==> src/rtl/booth_mac_accum_pkg.sv <==
// Shared types and constants for the Booth-product accumulator.
// Holds the FSM state encoding and default width/saturation constants.
package mac_pkg;

  typedef enum logic [1:0] {
    IDLE,
    ACCUM,
    HOLD
  } state_t;

  localparam int unsigned PW_DEF = 64;
  localparam int unsigned AW_DEF = 72;
  localparam int unsigned CW_DEF = 8;

  // Saturation limits for the default accumulator width
  localparam logic [AW_DEF-1:0] SAT_MAX_DEF = {1'b0, {(AW_DEF-1){1'b1}}};
  localparam logic [AW_DEF-1:0] SAT_MIN_DEF = {1'b1, {(AW_DEF-1){1'b0}}};

endpackage

==> src/rtl/booth_mac_accum_sat_add.sv <==
// Combinational AW-bit signed adder with overflow flag and optional clamp.
module sat_add #(
  parameter int unsigned AW = 72
) (
  input  logic [AW-1:0] i_a,
  input  logic [AW-1:0] i_b,
  input  logic          i_sat_en,
  output logic [AW-1:0] o_sum,
  output logic          o_ovf
);

  localparam logic [AW-1:0] SAT_MAX = {1'b0, {(AW-1){1'b1}}};
  localparam logic [AW-1:0] SAT_MIN = {1'b1, {(AW-1){1'b0}}};

  logic [AW:0] w_s;

  assign w_s   = {i_a[AW-1], i_a} + {i_b[AW-1], i_b};
  assign o_ovf = w_s[AW] ^ w_s[AW-1];

  always_comb begin
    o_sum = w_s[AW-1:0];
    if (i_sat_en && o_ovf) begin
      o_sum = w_s[AW] ? SAT_MIN : SAT_MAX;
    end
  end

endmodule

==> src/rtl/booth_mac_accum.sv <==
// Accumulates a programmable number of signed products into a wide sum,
// presented on a valid/ready port with a one-entry skid for stalled sums.
module booth_mac_accum
  import mac_pkg::*;
#(
  parameter int unsigned PW = 64,
  parameter int unsigned AW = 72,
  parameter int unsigned CW = 8
) (
  input  logic          clk,
  input  logic          rst,
  input  logic          prod_valid,
  input  logic [PW-1:0] prod,
  input  logic [CW-1:0] cfg_len,
  input  logic          sat_en,
  output logic          out_valid,
  input  logic          out_ready,
  output logic [AW-1:0] out_sum,
  output logic          out_sat,
  output logic          busy,
  output logic          drop_err,
  input  logic          clear_err
);

  state_t        r_state;
  logic [AW-1:0] r_acc;
  logic [CW-1:0] r_cnt;
  logic [CW-1:0] r_len;
  logic          r_sat;
  logic          r_skid_vld;
  logic [PW-1:0] r_skid;
  logic          r_out_valid;
  logic [AW-1:0] r_out_sum;
  logic          r_out_sat;
  logic          r_drop;

  logic                 w_hs;
  logic                 w_start;
  logic                 w_drop;
  logic signed [PW-1:0] w_src;
  logic signed [AW-1:0] w_b;
  logic [AW-1:0]        w_a;
  logic [AW-1:0]        w_sum;
  logic                 w_ovf;
  logic [CW-1:0]        w_len_new;
  logic [CW-1:0]        w_cnt_inc;

  assign w_hs    = (r_state == HOLD) && out_ready;
  assign w_start = ((r_state == IDLE) && prod_valid) ||
                   (w_hs && (r_skid_vld || prod_valid));
  assign w_drop  = (r_state == HOLD) && !out_ready && prod_valid && r_skid_vld;

  // A new sum is 0 + sext(src), so the same adder serves both start and add.
  assign w_src     = (w_hs && r_skid_vld) ? r_skid : prod;
  assign w_b       = AW'(w_src);
  assign w_a       = w_start ? '0 : r_acc;
  assign w_len_new = (cfg_len == '0) ? CW'(1) : cfg_len;
  assign w_cnt_inc = r_cnt + CW'(1);

  sat_add #(.AW(AW)) u_sat_add (
    .i_a      (w_a),
    .i_b      (w_b),
    .i_sat_en (sat_en),
    .o_sum    (w_sum),
    .o_ovf    (w_ovf)
  );

  always_ff @(posedge clk or posedge rst) begin
    if (rst) begin
      r_state     <= IDLE;
      r_acc       <= '0;
      r_cnt       <= '0;
      r_len       <= '0;
      r_sat       <= 1'b0;
      r_skid_vld  <= 1'b0;
      r_skid      <= '0;
      r_out_valid <= 1'b0;
      r_out_sum   <= '0;
      r_out_sat   <= 1'b0;
      r_drop      <= 1'b0;
    end else begin
      if (w_start) begin
        r_len <= w_len_new;
        r_acc <= w_sum;
        r_cnt <= CW'(1);
        r_sat <= 1'b0;
        if (w_len_new == CW'(1)) begin
          r_state     <= HOLD;
          r_out_valid <= 1'b1;
          r_out_sum   <= w_sum;
          r_out_sat   <= 1'b0;
        end else begin
          r_state     <= ACCUM;
          r_out_valid <= 1'b0;
        end
      end else begin
        case (r_state)
          ACCUM: begin
            if (prod_valid) begin
              r_acc <= w_sum;
              r_sat <= r_sat | w_ovf;
              r_cnt <= w_cnt_inc;
              if (w_cnt_inc == r_len) begin
                r_state     <= HOLD;
                r_out_valid <= 1'b1;
                r_out_sum   <= w_sum;
                r_out_sat   <= r_sat | w_ovf;
              end
            end
          end
          HOLD: begin
            if (w_hs) begin
              r_state     <= IDLE;
              r_out_valid <= 1'b0;
            end
          end
          default: ;
        endcase
      end

      // Skid: on handshake a full skid is consumed and refilled by a coincident
      // product; while stalled an empty skid captures the product.
      if (w_hs) begin
        r_skid_vld <= r_skid_vld && prod_valid;
        if (r_skid_vld && prod_valid) begin
          r_skid <= prod;
        end
      end else if ((r_state == HOLD) && prod_valid && !r_skid_vld) begin
        r_skid_vld <= 1'b1;
        r_skid     <= prod;
      end

      if (w_drop) begin
        r_drop <= 1'b1;
      end else if (clear_err) begin
        r_drop <= 1'b0;
      end
    end
  end

  assign out_valid = r_out_valid;
  assign out_sum   = r_out_sum;
  assign out_sat   = r_out_sat;
  assign busy      = (r_state != IDLE) || r_skid_vld;
  assign drop_err  = r_drop;

endmodule

==> config.mk <==
export PLATFORM = sky130hd
export DESIGN_NAME = booth_mac_accum
export DESIGN_NICKNAME = d
export VERILOG_FILES = /design/src/rtl/booth_mac_accum_pkg.sv /design/src/rtl/booth_mac_accum_sat_add.sv /design/src/rtl/booth_mac_accum.sv
export SDC_FILE = /design/constraint.sdc
export NUM_CORES = 1
export LEC_CHECK = 0
export CORE_AREA = 5 5 200 202
export CTS_CLUSTER_SIZE = 40
export DETAILED_ROUTE_END_ITERATION = 10
export DIE_AREA = 0 0 205 207
export GPL_TIMING_DRIVEN = 0
export SYNTH_ARGS = -nofsm -noshare
export SYNTH_HDL_FRONTEND = slang
export SYNTH_SLANG_ARGS = --single-unit
==> constraint.sdc <==
create_clock -name clk -period 9.5 [get_ports clk]
set_input_delay 0.95 -clock clk [delete_from_list [all_inputs] [get_ports clk]]
set_output_delay 0.95 -clock clk [all_outputs]
set_load 0.01 [all_outputs]
==> impl_metrics.env <==
export IMPL_outcome="completed"
export IMPL_netlist_area_sq_um=14900
export IMPL_rsz0062_at_grt="no"
export IMPL_port_buffers=153
export IMPL_syn_instance_count=1646
export IMPL_multiInputGateArea_sq_um=8580
export IMPL_final_layout_size_suffix_gt1_share_pct=13.9
export IMPL_routedWlPerCell_microns=19.9
export IMPL_numCtsBuffers=26
export IMPL_clk_pin_slew_ns=0.06
export IMPL_clockBufferDepth=3
export IMPL_grt_ovfl_total=0
export IMPL_placedCellCount=2320
export IMPL_io_pins=154
export IMPL_core_area_sq_um=38100
export IMPL_avgSynthCellArea_sq_um=9.06
export IMPL_cts_sinks=230
export IMPL_h_tree_depth=1
export IMPL_synth_edf_count=0
export IMPL_report_final_slew_viol_count=0
export IMPL_relSlewSlack_pct=41.1
export IMPL_clkLatencyLatePin_ns=0.55
export IMPL_hold_depth=2
export IMPL_power_density_nw_per_um2=418
export IMPL_die_y_microns=207
export IMPL_gp_congestion=0.907
export IMPL_setup_viol=0
export IMPL_cpPeakStageDelay_ns=0.66
export IMPL_finish_utilization_pct=47.4
export IMPL_grt_pass1_wl_microns=75100
export IMPL_reg2reg_from="out_valid$_DFFE_PP0P_"
export IMPL_worstPathMaxFanout=10
export IMPL_dpl_hpwl_microns=36300
export IMPL_hold_buffers=0
export IMPL_die_area_sq_um=42400
export IMPL_drt_iter0_drc=777
export IMPL_hold_viol_final=0
export IMPL_n_fill_cell=3734
export IMPL_syn_to_final_growth_pct=21.1
export IMPL_cpMaxStageDelayCell="nor3_1"
export IMPL_antenna_found_initial=0
export IMPL_fmax_ghz=0.157
export IMPL_synth_nets=1798
export IMPL_leakage_nw=7.63
export IMPL_finalCriticalPeriod_ns=6.38
export IMPL_r2r_end="out_sum[59]$_DFFE_PP0P_"
export IMPL_seqCellArea_sq_um=5760
export IMPL_num_rows=72
export IMPL_grt_pass1_vias=12900
export IMPL_hold_start="r_acc[3]$_DFFE_PP0P_"
export IMPL_reg2reg_depth=19
export IMPL_async_reset_ff_share_pct=100
export IMPL_die_w_microns=205
export IMPL_min_to="r_acc[3]$_DFFE_PP0P_"
export IMPL_viasPerCell=5.44
export IMPL_ys_seq_elements=230
export IMPL_path_class="in2reg"
export IMPL_routed_wl_microns=47200
export IMPL_ir_drop_mv=0.151
export IMPL_worst_pin_slew_ns=0.881
export IMPL_grt_max_degree=95
export IMPL_critPathRequiredTime_ns=9.91
export IMPL_worstSetupEndpointType="flip-flop"
export IMPL_ys_seq_area_share_pct=38.6
export IMPL_drc=0
export IMPL_ys_flop_type="dfrtp_1"
export IMPL_postRouteAntennaNets=0
export IMPL_crit_arrival_ns=6.80
export IMPL_netlist_cell_type_count=77
export IMPL_cap_violations=0
export IMPL_start_util_pct=39.1
export IMPL_antenna_cells=0
export IMPL_cts_setup_buffers=0
export IMPL_hp_class="reg2reg"
export IMPL_crit_path_cell_trace="clkdlybuf4s50_1, nand3_1, clkbuf_1, mux2_2, ha_1, buf_2, a21oi_1, nor2b_1, o21a_1, nor3_1, and2_0, o211ai_2, nand2_2, xor2_2, nand2_2, buf_6, buf_8, a21oi_2, a21oi_1"
export IMPL_fin_hold_ws_ns=0.476
export IMPL_setup_tns_ns=0
export IMPL_finClkSkew_ns=0.0137
export IMPL_cts_resized=0
export IMPL_period_share_pct=67.2
export IMPL_grtUsageTotal_pct=22.0
export IMPL_clockRootBuffer="clkbuf_16"
export IMPL_yosysWarnings=0
export IMPL_via_count=12900
export IMPL_nets=1982
export IMPL_cts_tree="built"
export IMPL_rrSetupSlack_ns=3.35
export IMPL_fin_cells=2366
export IMPL_first_pass_iters=5
export IMPL_worst_setup_path_start_kind="input pin"
-- worst max path at each step --
stage	from	endpoint	slack, ns	depth (start not counted)
final	out_ready	out_sum[59]$_DFFE_PP0P_	3.12	19
after global routing	out_ready	r_acc[61]$_DFFE_PP0P_	2.71	17
after CTS	out_ready	out_sum[27]$_DFFE_PP0P_	3.09	18
after detailed placement	out_ready	out_sum[27]$_DFFE_PP0P_	2.50	18
after global placement	rst	out_sum[8]$_DFFE_PP0P_	-1.03	2
after floorplan	rst	drop_err$_DFFE_PP0P_	2.25	1
-- cell usage in the layout, fill, tap and decap left out, types with 5 or more instances in the layout --
cell | Yosys | routed
nand2_1 | 162 | 162
nand2b_1 | 11 | 11
o21bai_1 | 14 | 14
a21oi_1 | 220 | 220
nand3_1 | 21 | 21
or3_1 | 7 | 7
nand4_1 | 26 | 26
nor3_1 | 16 | 16
ha_1 | 73 | 73
a21boi_0 | 5 | 5
o21ai_1 | 28 | 28
o211ai_1 | 7 | 7
xor2_1 | 26 | 26
and2_1 | 78 | 78
buf_2 | 22 | 22
xnor2_1 | 49 | 49
nor2_1 | 139 | 138
nor2b_1 | 14 | 14
a211oi_1 | 7 | 7
buf_6 | 6 | 6
mux2_2 | 134 | 134
o21a_1 | 14 | 14
dfrtp_1 | 230 | 230
a31oi_1 | 10 | 10
a21o_1 | 23 | 23
clkdlybuf4s50_1 | 0 | 153
o22a_1 | 10 | 10
clkbuf_16 | 0 | 27
clkbuf_1 | 60 | 65
inv_1 | 25 | 24
a21oi_2 | 21 | 21
o21ai_0 | 85 | 85
buf_1 | 6 | 6
and3_1 | 14 | 14
-- critical path, delay by kind of cell --
family          cells  cell delay (ns)
mux                 1             0.42
buf+inv             5             1.57
xor+xnor            1             0.42
fa+ha+maj           1             0.28
simple gates        6             2.12
compound gates      5             0.99
-- area by class of cell --
type / count / area share, %
plain buffers: 101 / 2.74
clock buffers: 36 / 4.15
clock inverters: 10 / 0.762
inverters: 25 / 0.561
multi-input cells: 1290 / 47.5
flip-flops and latches: 230 / 31.9
well taps: 518 / 3.59
repair buffers: 156 / 8.87
-- synthesized netlist by cell type, types with 16 or more instances --
| library cell | n | area (sq um) |
|---|---|---|
| nand2_1 | 162 | 608 |
| nand4_1 | 26 | 163 |
| o21ai_0 | 85 | 425 |
| dfrtp_1 | 230 | 5760 |
| a21o_1 | 23 | 173 |
| mux2_2 | 134 | 1510 |
| nor3_1 | 16 | 80.1 |
| o21ai_1 | 28 | 140 |
| a21oi_2 | 21 | 184 |
| buf_2 | 22 | 110 |
| nor2_1 | 139 | 522 |
| xnor2_1 | 49 | 429 |
| clkbuf_1 | 60 | 225 |
| nand3_1 | 21 | 105 |
| ha_1 | 73 | 913 |
| xor2_1 | 26 | 228 |
| inv_1 | 25 | 93.8 |
| and2_1 | 78 | 488 |
| a21oi_1 | 220 | 1100 |
-- flip-flops by register name, indices dropped and copies added (netlist names) --
signal,count
r_state,1
out_valid,1
r_acc,72
r_skid_vld,1
r_len,8
out_sum,72
r_sat,1
r_cnt,8
out_sat,1
r_skid,64
drop_err,1
-- per-layer routing --
layer	track usage, %	up-vias	part of all wire [%]
met2	34.6	287	45
met3	2.53	35	4.5
met1	33.1	6318	49
met5	0	-	0
li1	-	6240	-
met4	3.83	0	1.4
-- report_power, final --
group          internal, mW  switching [mW]
Clock                 0.632           0.423
Sequential             1.48           0.276
Combinational          1.94            2.80
Total                  4.05            3.50
-- through the flow --
stage | setup slack [ns] | area [sq um] | total power, mW
floorplan | 2.25 | 14900 | 4.97
global placement | -1.03 | 17100 | 6.43
detailed placement | 2.50 | 17200 | 6.49
CTS | 3.09 | 18100 | 7.58
global route | 2.71 | 18100 | 8.18
finish | 3.12 | 18100 | 7.55
-- kinds of logic (layout without fill, tap and decap cells) --
logic type	Yosys count	after routing	share of synthesized area, %
AO/OA/AOI/OAI	490	490	19.8
XOR/XNOR	76	76	4.51
adder cells (fa/ha/maj)	74	74	6.26
buffers and inverters	126	328	3.95
flip-flops	230	230	38.6
multiplexers	138	138	10.4
AND/OR/NAND/NOR	512	512	16.5
(Power assumes the default switching activity.)
